`config.mk`:
```
export PLATFORM = sky130hd
export DESIGN_NAME = ltl_nfa_monitor_prog_flat
export DESIGN_NICKNAME = d
export VERILOG_FILES = /design/src/rtl/ltl_nfa_monitor_prog_pkg.sv /design/src/rtl/ltl_nfa_monitor_prog_if.sv /design/src/rtl/ltl_ste_range_match.sv /design/src/rtl/ltl_nfa_monitor_prog.sv /design/src/flat_wrapper.sv
export SDC_FILE = /design/constraint.sdc
export NUM_CORES = 2
export LEC_CHECK = 0
export ABC_AREA = 1
export CORE_MARGIN = 5
export CORE_UTILIZATION = 50
export DETAILED_ROUTE_END_ITERATION = 8
export HOLD_SLACK_MARGIN = 0.06
export PLACE_DENSITY = 0.66
export SYNTH_ARGS = -nofsm -noshare
export SYNTH_HDL_FRONTEND = slang
export SYNTH_SLANG_ARGS = --single-unit
export TNS_END_PERCENT = 5
```
`constraint.sdc`:
```
create_clock -name clk -period 6.5 [get_ports clk]
set_input_delay 0.65 -clock clk [delete_from_list [all_inputs] [get_ports clk]]
set_output_delay 0.65 -clock clk [all_outputs]
set_load 0.01 [all_outputs]
```
`src/rtl/ltl_nfa_monitor_prog_pkg.sv`:
```
// Shared types for the programmable LTL NFA monitor.
// Holds the config-target enum, the interval/attribute record layouts and a width helper.
// No ports; imported by the interface, the STE matcher and the top.
package ltl_mon_pkg;

  // Config write target selected by cfg_sel.
  typedef enum logic [1:0] {
    CFG_INTV = 2'd0,
    CFG_EDGE = 2'd1,
    CFG_ATTR = 2'd2,
    CFG_CLR  = 2'd3
  } cfg_sel_e;

  localparam int SYM_W_DEF = 8;

  // Layout of an interval payload on cfg_data (MSB first): {valid, hi, lo}.
  typedef struct packed {
    logic                 valid;
    logic [SYM_W_DEF-1:0] hi;
    logic [SYM_W_DEF-1:0] lo;
  } intv_t;

  // Per-STE attributes, carried in cfg_data[2:0].
  typedef struct packed {
    logic report_en;
    logic start_all;
    logic start_sod;
  } ste_attr_t;

  // cfg_data must hold either an interval payload or a full predecessor mask.
  function automatic int cfg_w(input int sym_w, input int n_ste);
    return (n_ste > 2 * sym_w + 1) ? n_ste : 2 * sym_w + 1;
  endfunction

endpackage

```
`src/rtl/ltl_nfa_monitor_prog_if.sv`:
```
// Trace/config/report bundle of the programmable LTL NFA monitor.
// master: drives run, symbols and the cfg_* write port; reads the report side.
// slave:  the monitor; reads trace and config, drives cfg_err, report and counters.
interface ltl_nfa_monitor_prog_if
  import ltl_mon_pkg::*;
#(
  parameter int SYM_W  = SYM_W_DEF,
  parameter int N_STE  = 16,
  parameter int N_INTV = 4,
  parameter int CNT_W  = 16,
  parameter int IDX_W  = $clog2(N_STE * N_INTV),
  parameter int CFG_W  = cfg_w(SYM_W, N_STE)
);
  logic              run;
  logic [SYM_W-1:0]  symbols;
  logic              cfg_we;
  cfg_sel_e          cfg_sel;
  logic [IDX_W-1:0]  cfg_idx;
  logic [CFG_W-1:0]  cfg_data;
  logic              cfg_err;
  logic [N_STE-1:0]  report;
  logic              any_report;
  logic              report_sticky;
  logic [CNT_W-1:0]  report_count;
  logic [CNT_W-1:0]  first_report_cyc;
  logic [CNT_W-1:0]  cyc_count;

  modport master (
    output run, symbols, cfg_we, cfg_sel, cfg_idx, cfg_data,
    input  cfg_err, report, any_report, report_sticky,
           report_count, first_report_cyc, cyc_count
  );

  modport slave (
    input  run, symbols, cfg_we, cfg_sel, cfg_idx, cfg_data,
    output cfg_err, report, any_report, report_sticky,
           report_count, first_report_cyc, cyc_count
  );
endinterface

```
`src/rtl/ltl_ste_range_match.sv`:
```
// Interval store and symbol match for one STE: match when any valid interval has lo<=sym<=hi.
// Ports: clk/reset; i_we/i_k/i_data write interval i_k; i_sym symbol in; o_match combinational out.
// Writes land on the next edge; no flow control, the parent only writes while the trace is stalled.
module ltl_ste_range_match
  import ltl_mon_pkg::*;
#(
  parameter int SYM_W  = SYM_W_DEF,
  parameter int N_INTV = 4,
  parameter int KW     = (N_INTV > 1) ? $clog2(N_INTV) : 1
) (
  input  logic             clk,
  input  logic             reset,
  input  logic             i_we,
  input  logic [KW-1:0]    i_k,
  input  logic [2*SYM_W:0] i_data,
  input  logic [SYM_W-1:0] i_sym,
  output logic             o_match
);

  // Each entry is {valid, hi, lo}, same layout as the cfg payload.
  logic [2*SYM_W:0] r_intv [N_INTV];

  always_ff @(posedge clk) begin
    if (reset) begin
      for (int k = 0; k < N_INTV; k++) r_intv[k] <= '0;
    end else if (i_we) begin
      for (int k = 0; k < N_INTV; k++)
        if (i_k == KW'(k)) r_intv[k] <= i_data;
    end
  end

  // lo > hi can never satisfy both bounds, so empty intervals need no special case.
  always_comb begin
    o_match = 1'b0;
    for (int k = 0; k < N_INTV; k++) begin
      if (r_intv[k][2*SYM_W] &&
          (i_sym >= r_intv[k][SYM_W-1:0]) &&
          (i_sym <= r_intv[k][2*SYM_W-1:SYM_W]))
        o_match = 1'b1;
    end
  end

endmodule

```
`src/rtl/ltl_nfa_monitor_prog.sv`:
```
// Run-time programmable NFA monitor: N_STE STEs consume one trace symbol per run cycle, with report aggregation.
// Ports: clk, reset (sync, active high), bus (slave modport: trace in, cfg write port, reports/counters out).
// Symbol at t (run=1) shows in report at t+1; config only accepted while run=0, else cfg_err pulses at t+1.
module ltl_nfa_monitor_prog
  import ltl_mon_pkg::*;
#(
  parameter int SYM_W  = SYM_W_DEF,
  parameter int N_STE  = 16,
  parameter int N_INTV = 4,
  parameter int CNT_W  = 16,
  parameter int IDX_W  = $clog2(N_STE * N_INTV),
  parameter int CFG_W  = cfg_w(SYM_W, N_STE)
) (
  input  logic                  clk,
  input  logic                  reset,
  ltl_nfa_monitor_prog_if.slave bus
);

  localparam int KW = (N_INTV > 1) ? $clog2(N_INTV) : 1;

  logic [N_STE-1:0] r_active;
  logic [N_STE-1:0] r_edge [N_STE];
  ste_attr_t        r_attr [N_STE];
  logic             r_sod_arm;
  logic             r_sticky;
  logic             r_cfg_err;
  logic [CNT_W-1:0] r_report_count;
  logic [CNT_W-1:0] r_first_cyc;
  logic [CNT_W-1:0] r_cyc_count;

  logic [CFG_W-1:0] w_cfg_data;
  logic [IDX_W-1:0] w_intv_ste;
  logic [KW-1:0]    w_intv_k;
  logic             w_idx_ok;
  logic             w_cfg_ok;
  logic             w_cfg_bad;
  logic             w_sod;
  logic [N_STE-1:0] w_match;
  logic [N_STE-1:0] w_next_active;
  logic [N_STE-1:0] w_rep_en;
  logic [N_STE-1:0] w_start_all;
  logic [N_STE-1:0] w_start_sod;
  logic             w_next_any;

  // ---------------- config decode ----------------
  assign w_cfg_data = bus.cfg_data;
  assign w_intv_ste = bus.cfg_idx / IDX_W'(N_INTV);
  assign w_intv_k   = KW'(bus.cfg_idx % IDX_W'(N_INTV));

  // One extra bit on the compare so N_STE*N_INTV == 2**IDX_W is representable.
  always_comb begin
    w_idx_ok = 1'b1;
    case (bus.cfg_sel)
      CFG_INTV: w_idx_ok = ({1'b0, bus.cfg_idx} < (IDX_W+1)'(N_STE * N_INTV));
      CFG_EDGE,
      CFG_ATTR: w_idx_ok = ({1'b0, bus.cfg_idx} < (IDX_W+1)'(N_STE));
      default:  w_idx_ok = 1'b1;
    endcase
  end

  assign w_cfg_ok  = bus.cfg_we & ~bus.run & w_idx_ok;
  assign w_cfg_bad = bus.cfg_we & (bus.run | ~w_idx_ok);

  // ---------------- STE interval matchers ----------------
  for (genvar gi = 0; gi < N_STE; gi++) begin : g_ste
    logic w_we;
    assign w_we = w_cfg_ok & (bus.cfg_sel == CFG_INTV) & (w_intv_ste == IDX_W'(gi));

    ltl_ste_range_match #(
      .SYM_W  (SYM_W),
      .N_INTV (N_INTV)
    ) u_match (
      .clk     (clk),
      .reset   (reset),
      .i_we    (w_we),
      .i_k     (w_intv_k),
      .i_data  (w_cfg_data[2*SYM_W:0]),
      .i_sym   (bus.symbols),
      .o_match (w_match[gi])
    );
  end

  // ---------------- transition ----------------
  always_comb begin
    for (int i = 0; i < N_STE; i++) begin
      w_rep_en[i]    = r_attr[i].report_en;
      w_start_all[i] = r_attr[i].start_all;
      w_start_sod[i] = r_attr[i].start_sod;
    end
  end

  assign w_sod = r_sod_arm & bus.run;

  // r_edge[i] bit j set means STE j feeds STE i.
  always_comb begin
    w_next_active = '0;
    for (int i = 0; i < N_STE; i++) begin
      w_next_active[i] = w_match[i] & ((|(r_active & r_edge[i])) |
                                       (w_start_sod[i] & w_sod) |
                                       w_start_all[i]);
    end
  end

  // Report aggregation is evaluated on the state being loaded, so the counters and
  // sticky flag move in the same cycle that report first shows the new state.
  assign w_next_any = |(w_next_active & w_rep_en);

  // ---------------- state ----------------
  always_ff @(posedge clk) begin
    if (reset) begin
      r_active       <= '0;
      r_sod_arm      <= 1'b1;
      r_sticky       <= 1'b0;
      r_cfg_err      <= 1'b0;
      r_report_count <= '0;
      r_first_cyc    <= '0;
      r_cyc_count    <= '0;
      for (int i = 0; i < N_STE; i++) begin
        r_edge[i] <= '0;
        r_attr[i] <= '0;
      end
    end else begin
      r_cfg_err <= w_cfg_bad;
      // An accepted write implies run=0, so it never competes with a trace step.
      if (w_cfg_ok) begin
        case (bus.cfg_sel)
          CFG_EDGE: begin
            for (int i = 0; i < N_STE; i++)
              if (bus.cfg_idx == IDX_W'(i)) r_edge[i] <= w_cfg_data[N_STE-1:0];
          end
          CFG_ATTR: begin
            for (int i = 0; i < N_STE; i++)
              if (bus.cfg_idx == IDX_W'(i)) r_attr[i] <= ste_attr_t'(w_cfg_data[2:0]);
          end
          CFG_CLR: begin
            r_active       <= '0;
            r_sticky       <= 1'b0;
            r_report_count <= '0;
            r_first_cyc    <= '0;
            r_cyc_count    <= '0;
            r_sod_arm      <= 1'b1;
          end
          default: ;
        endcase
      end else if (bus.run) begin
        r_active  <= w_next_active;
        r_sod_arm <= 1'b0;
        if (r_cyc_count != '1) r_cyc_count <= r_cyc_count + 1'b1;
        if (w_next_any) begin
          r_sticky <= 1'b1;
          if (r_report_count != '1) r_report_count <= r_report_count + 1'b1;
          // Timestamp is the run-cycle index of the symbol that caused the report.
          if (!r_sticky) r_first_cyc <= r_cyc_count;
        end
      end
    end
  end

  // ---------------- outputs ----------------
  assign bus.report           = r_active & w_rep_en;
  assign bus.any_report       = |(r_active & w_rep_en);
  assign bus.report_sticky    = r_sticky;
  assign bus.report_count     = r_report_count;
  assign bus.first_report_cyc = r_first_cyc;
  assign bus.cyc_count        = r_cyc_count;
  assign bus.cfg_err          = r_cfg_err;

endmodule

```
`src/flat_wrapper.sv`:
```
// flat-port wrapper written by rule: the top's interface ports become plain ports
module ltl_nfa_monitor_prog_flat import ltl_mon_pkg::*;
#(
  parameter int SYM_W  = SYM_W_DEF,
  parameter int N_STE  = 16,
  parameter int N_INTV = 4,
  parameter int CNT_W  = 16,
  parameter int IDX_W  = $clog2(N_STE * N_INTV),
  parameter int CFG_W  = cfg_w(SYM_W, N_STE)
)
  (clk, reset, bus_run, bus_symbols, bus_cfg_we, bus_cfg_sel, bus_cfg_idx, bus_cfg_data, bus_cfg_err, bus_report, bus_any_report, bus_report_sticky, bus_report_count, bus_first_report_cyc, bus_cyc_count);
  ltl_nfa_monitor_prog_if #(.SYM_W(SYM_W), .N_STE(N_STE), .N_INTV(N_INTV), .CNT_W(CNT_W), .IDX_W(IDX_W), .CFG_W(CFG_W)) bus_i ();
  input  logic clk;
  input  logic reset;
  input wire logic [$bits(bus_i.run)-1:0] bus_run;
  input wire logic [$bits(bus_i.symbols)-1:0] bus_symbols;
  input wire logic [$bits(bus_i.cfg_we)-1:0] bus_cfg_we;
  input wire logic [$bits(bus_i.cfg_sel)-1:0] bus_cfg_sel;
  input wire logic [$bits(bus_i.cfg_idx)-1:0] bus_cfg_idx;
  input wire logic [$bits(bus_i.cfg_data)-1:0] bus_cfg_data;
  output wire logic [$bits(bus_i.cfg_err)-1:0] bus_cfg_err;
  output wire logic [$bits(bus_i.report)-1:0] bus_report;
  output wire logic [$bits(bus_i.any_report)-1:0] bus_any_report;
  output wire logic [$bits(bus_i.report_sticky)-1:0] bus_report_sticky;
  output wire logic [$bits(bus_i.report_count)-1:0] bus_report_count;
  output wire logic [$bits(bus_i.first_report_cyc)-1:0] bus_first_report_cyc;
  output wire logic [$bits(bus_i.cyc_count)-1:0] bus_cyc_count;
  assign bus_i.run = bus_run;
  assign bus_i.symbols = bus_symbols;
  assign bus_i.cfg_we = bus_cfg_we;
  assign bus_i.cfg_sel = bus_cfg_sel;
  assign bus_i.cfg_idx = bus_cfg_idx;
  assign bus_i.cfg_data = bus_cfg_data;
  assign bus_cfg_err = bus_i.cfg_err;
  assign bus_report = bus_i.report;
  assign bus_any_report = bus_i.any_report;
  assign bus_report_sticky = bus_i.report_sticky;
  assign bus_report_count = bus_i.report_count;
  assign bus_first_report_cyc = bus_i.first_report_cyc;
  assign bus_cyc_count = bus_i.cyc_count;
  ltl_nfa_monitor_prog #(.SYM_W(SYM_W), .N_STE(N_STE), .N_INTV(N_INTV), .CNT_W(CNT_W), .IDX_W(IDX_W), .CFG_W(CFG_W)) u_core (.clk(clk), .reset(reset), .bus(bus_i));
endmodule
```
==> metrics list <==
- Crit path max fanout: 18
- Counting tap cells, the placed design contains a total of 10,500 instances.
- Post-synthesis net count: 9,471
- Max-cap violations: 0
- Post-DR vias/cell: 5.42
* CTS Root Buffer Type: sky130_fd_sc_hd__clkbuf_16
- Number of clock buffers inserted by TritonCTS: between 150 and 200
* Worst slack at placement: 1260 ps
* Detailed-route wire length: 217,000 um
* Fraction of registers with async set or reset after synthesis: 0
* Number of register bits inferred by synthesis: ~1,500
- Slowest cell on crit path: sky130_fd_sc_hd__nand2_1
- Violation count after the first detailed-routing iteration: between 5,000 and 6,000
- Hold Crit Class: primary input to register
- After synthesis, the share of cell area in mux cells is 0.
- Count of unique library cells instantiated by Yosys: 44
- Hold slack: about 430 ps
- Synth Instances: 8,404
- Internal reg-to-reg setup slack: 3000 ps
* Worst-Margin Slew: 1080 ps
* Standby leakage power: 39.7 nW
- Layout cells sized above 1: 0.0423
- Comb power frac: 0.132
- At the end of the flow, the number of nets in the layout was 9,546.
- Of the total synthesized cell area, the portion taken by XOR and XNOR cells is 0.000108.
- Of the total power, the share spent switching nets is 0.264.
- Clock Skews: 28.6 ps
- The worst setup path is of the primary input to register kind.
- Maximum resistive drop on vdd: 0.282 mV
- In this run the power density over the cells is about 250 nW/um^2.
- Setup repair after global routing left no endpoint under its margin.
- The number of antenna violations at the first check in global routing was 6.
- Std-Cell Rows: 147
- Final global-route overflow total: 0
- After detailed routing, the number of remaining DRC violations is 0.
- The worst setup path is launched from a primary input.
* Gp weighted congestion: 0.856
- Post-CTS resize count: 0
- Sequential element share of the synthesized area: 0.534
- The clock reaches the later pin of the worst-skew pair after 800 ps.
* Number of failing setup endpoints in the final timing report: 0
- At the end of the flow the core is filled with cells to 0.554.
- The detail route stage leaves a number of antenna-violating nets equal to 0.
- Combinational family with the most area after synthesis: simple AND/OR/NAND/NOR gates
* First-pass detailed-route iteration total: 6
- The analysis attributes to net switching a power of 5.89 mW.
- Of the total power, the clock network draws 0.376.
* GRT Resource Usage Total: 0.253
- In this run the deepest clock path goes through 3 buffers.
* Post-Synth Simple-Gate Area: 0.178
- CTS saw ~1,500 sinks.
- The via count of the first global-routing pass is 56,100.
* Upper clock frequency limit: 224 MHz
* Outcome: completed
* Internal portion of total power: about 16 mW
- Synthesized area: 80,700 um^2
- Synth warnings: 0
- The routed design could run at a clock period as short as 4460 ps.
* Width of the chip: about 410 um
* Setup bufs post-CTS: 0
- Logic depth of the worst register-to-register path: 20
- Adder-cell area share of the yosys netlist: 0.160
* Cell area after placement: 84,200 um^2
* Arrival time of the worst setup path: 4880 ps
* Cell count along the critical path: 12
- During I/O placement, the number of pins put on the boundary was 104.
* Worst Hold Depth: 3
* Register clock-pin slew on the reported worst setup and hold paths: around 60 ps
- TritonCTS built the clock tree.
* Buf/Inv on CP: 3
* Placeable Area: 161,000 um^2
* Total power: between 20 and 25 mW
- The largest single stage delay on the critical path is approximately 700 ps.
- The signal on the critical path passes through clkdlybuf4s50_1, inv_1, ha_1, nand2_1, nand2_2, nor2_4, nand2_1, inv_2, nand3_1, nor2_1, nand2_1, nand2_1.
- STA classifies the critical path endpoint as a register.
- Part of the cycle the worst path needs: 0.686
* Routed wire per std cell: 20.2 um
- CTS built an H-tree with a depth of 4.
- The floorplan step defined a die boundary enclosing roughly 170,000 um^2.
- From synthesis to final layout, the design area changed by 10.1%.
* Height of the die: 412 um
* Via count: 58,400
* Final Max Tran Viols: 0
- Effective utilization at floorplan: 0.503
- Accumulated negative setup slack: 0 ps
* Data required time of the critical path: 6920 ps
- After routing the design area is a little under 90,000 um^2.
- The worst path meets setup with approximately 2000 ps of slack.
- In this run the tightest slew margin relative to its limit is 0.281.
- Once detailed placement completed, the half-perimeter wirelength came to 128,000 um.
- CTS hold repair buffers: 0
* CP top delay family: simple AND/OR/NAND/NOR gates
- Mean instance size in the synthesized netlist: 9.61 um^2
- The count of endpoints failing hold in the final timing report is 0.
- Library cell appearing most often on the critical path: sky130_fd_sc_hd__nand2_1
* Number of enable-type register cells in the synthesized netlist: between 1,000 and 1,500
- Entering global routing, the biggest net connects 76 pins.
- The most used flip-flop cell after synthesis is sky130_fd_sc_hd__edfxtp_1.
- Final Non-Filler Cells: 10,800
* Share of the synthesized area in compound gates (AO/OA/AOI/OAI): 0.0474
* Number of port buffers: about 100
- Of the total power, registers draw 0.492.
- The first global-routing pass estimated about 330,000 um of wire.
[cells in the mapped netlist, drive strengths merged, types with 4 or more instances]
library cell  instances  area (um^2)
inv                1360         5100
o211ai                6         45.0
nand3b               17          128
clkinv               23         86.3
edfxtp             1392        41800
a211oi                7         52.6
dfxtp                67         1340
buf                  73          499
nand2              1477         5560
a21oi               380         1900
nor4                 18          113
o21a                 83          623
nand4               181         1130
a221oi                8         70.1
ha                 1030        12900
clkbuf              213          800
a21o                  9         67.6
o21ai               110          551
o31a                  4         35.0
nor2               1665         6290
nor3                 47          257
a22o                 13          114
o21bai               38          285
nand3               174          906
[flip-flops by register name (all words and copies together), names as in the netlist]
name	cells
u_core.g_ste.u_match.r_intv	1088
u_core.r_edge	256
u_core.r_attr	48
u_core.bus.cyc_count	16
u_core.bus.first_report_cyc	16
u_core.bus.report_count	16
u_core.r_active	16
u_core.bus.cfg_err	1
u_core.bus.report_sticky	1
u_core.r_sod_arm	1
[cell usage in the layout, fill, tap and decap left out, types with 4 or more instances in the layout]
master and n:
sky130_fd_sc_hd__a221oi_1 8, sky130_fd_sc_hd__ha_1 1030, sky130_fd_sc_hd__o31a_1 4, sky130_fd_sc_hd__nand3b_1 17, sky130_fd_sc_hd__a22o_1 13, sky130_fd_sc_hd__nand2_1 1470, sky130_fd_sc_hd__clkdlybuf4s50_1 95, sky130_fd_sc_hd__clkinv_1 61
sky130_fd_sc_hd__buf_4 94, sky130_fd_sc_hd__nor3_1 44, sky130_fd_sc_hd__bufinv_16 6, sky130_fd_sc_hd__clkbuf_8 11, sky130_fd_sc_hd__nor2_1 1654, sky130_fd_sc_hd__clkbuf_16 155, sky130_fd_sc_hd__o21ai_0 100, sky130_fd_sc_hd__edfxtp_1 1392
sky130_fd_sc_hd__o21ai_1 10, sky130_fd_sc_hd__clkbuf_1 35, sky130_fd_sc_hd__inv_2 10, sky130_fd_sc_hd__inv_1 1335, sky130_fd_sc_hd__nor4_1 18, sky130_fd_sc_hd__o21a_1 83, sky130_fd_sc_hd__clkinv_2 20, sky130_fd_sc_hd__a21oi_1 380
sky130_fd_sc_hd__nand3_1 170, sky130_fd_sc_hd__o211ai_1 6, sky130_fd_sc_hd__o21bai_1 38, sky130_fd_sc_hd__clkinv_8 6, sky130_fd_sc_hd__a21o_1 9, sky130_fd_sc_hd__dfxtp_1 67, sky130_fd_sc_hd__a211oi_1 7, sky130_fd_sc_hd__nand2_4 5
sky130_fd_sc_hd__buf_12 9, sky130_fd_sc_hd__nand4_1 181, sky130_fd_sc_hd__nor2_4 4, sky130_fd_sc_hd__inv_6 18, sky130_fd_sc_hd__nor2_2 7
[layout make-up]
type | count | area [um^2]
flip-flops and latches | 1459 | 43100
multi-input cells | 5276 | 31100
diodes | 1 | 2.50
clock inverters | 80 | 634
well taps | 2160 | 2700
clock buffers | 195 | 4070
inverters | 1383 | 5280
repair buffers | 206 | 1940
fillers | 13600 | 71700
[logic make-up (layout without fill, tap and decap cells)]
group | count (synthesis) | in the layout
other | 0 | 1
buffers and inverters | 1669 | 1864
DFF | 1459 | 1459
and+or+nand+nor | 3579 | 3579
AOI/OAI and AO/OA | 666 | 666
adders and majority gates | 1030 | 1030
xor gates and xnor gates | 1 | 1
[worst min-delay path, cell delays in order]
cell and delay (ps):
sky130_fd_sc_hd__clkdlybuf4s50_1 420, sky130_fd_sc_hd__nand2_1 80, sky130_fd_sc_hd__nor2_1 30
[power groups by stage]
| stage | clock network [mW] | registers (mW) | logic (mW) |
|---|---|---|---|
| CTS | 8.46 | 11.0 | 2.94 |
| detailed placement | 0 | 11.2 | 2.92 |
| finish | 8.38 | 11.0 | 2.94 |
| global route | 8.85 | 11.0 | 3.30 |
| floorplan | 0 | 11.1 | 1.83 |
| global placement | 0 | 11.2 | 2.79 |
[per-layer routing]
layer  vias up  wire (um)  GRT usage
li1      27800          -          -
met3       461      15100     0.0361
met4         2       8000     0.0921
met1     28000      89900      0.332
met5         -         13          0
met2      2093     104000      0.431
[worst paths after layout]
kind,from,end
worst max-delay path,bus_cfg_sel[0],u_core.g_ste[11].u_match.r_intv[3][4]
worst min-delay path,bus_cfg_we,u_core.bus.cfg_err
worst max register to register,u_core.g_ste[10].u_match.r_intv[1][1],u_core.bus.report_count[5]
worst min register to register,u_core.r_sod_arm,u_core.r_sod_arm
No activity file was read; power rests on OpenSTA's default activity.
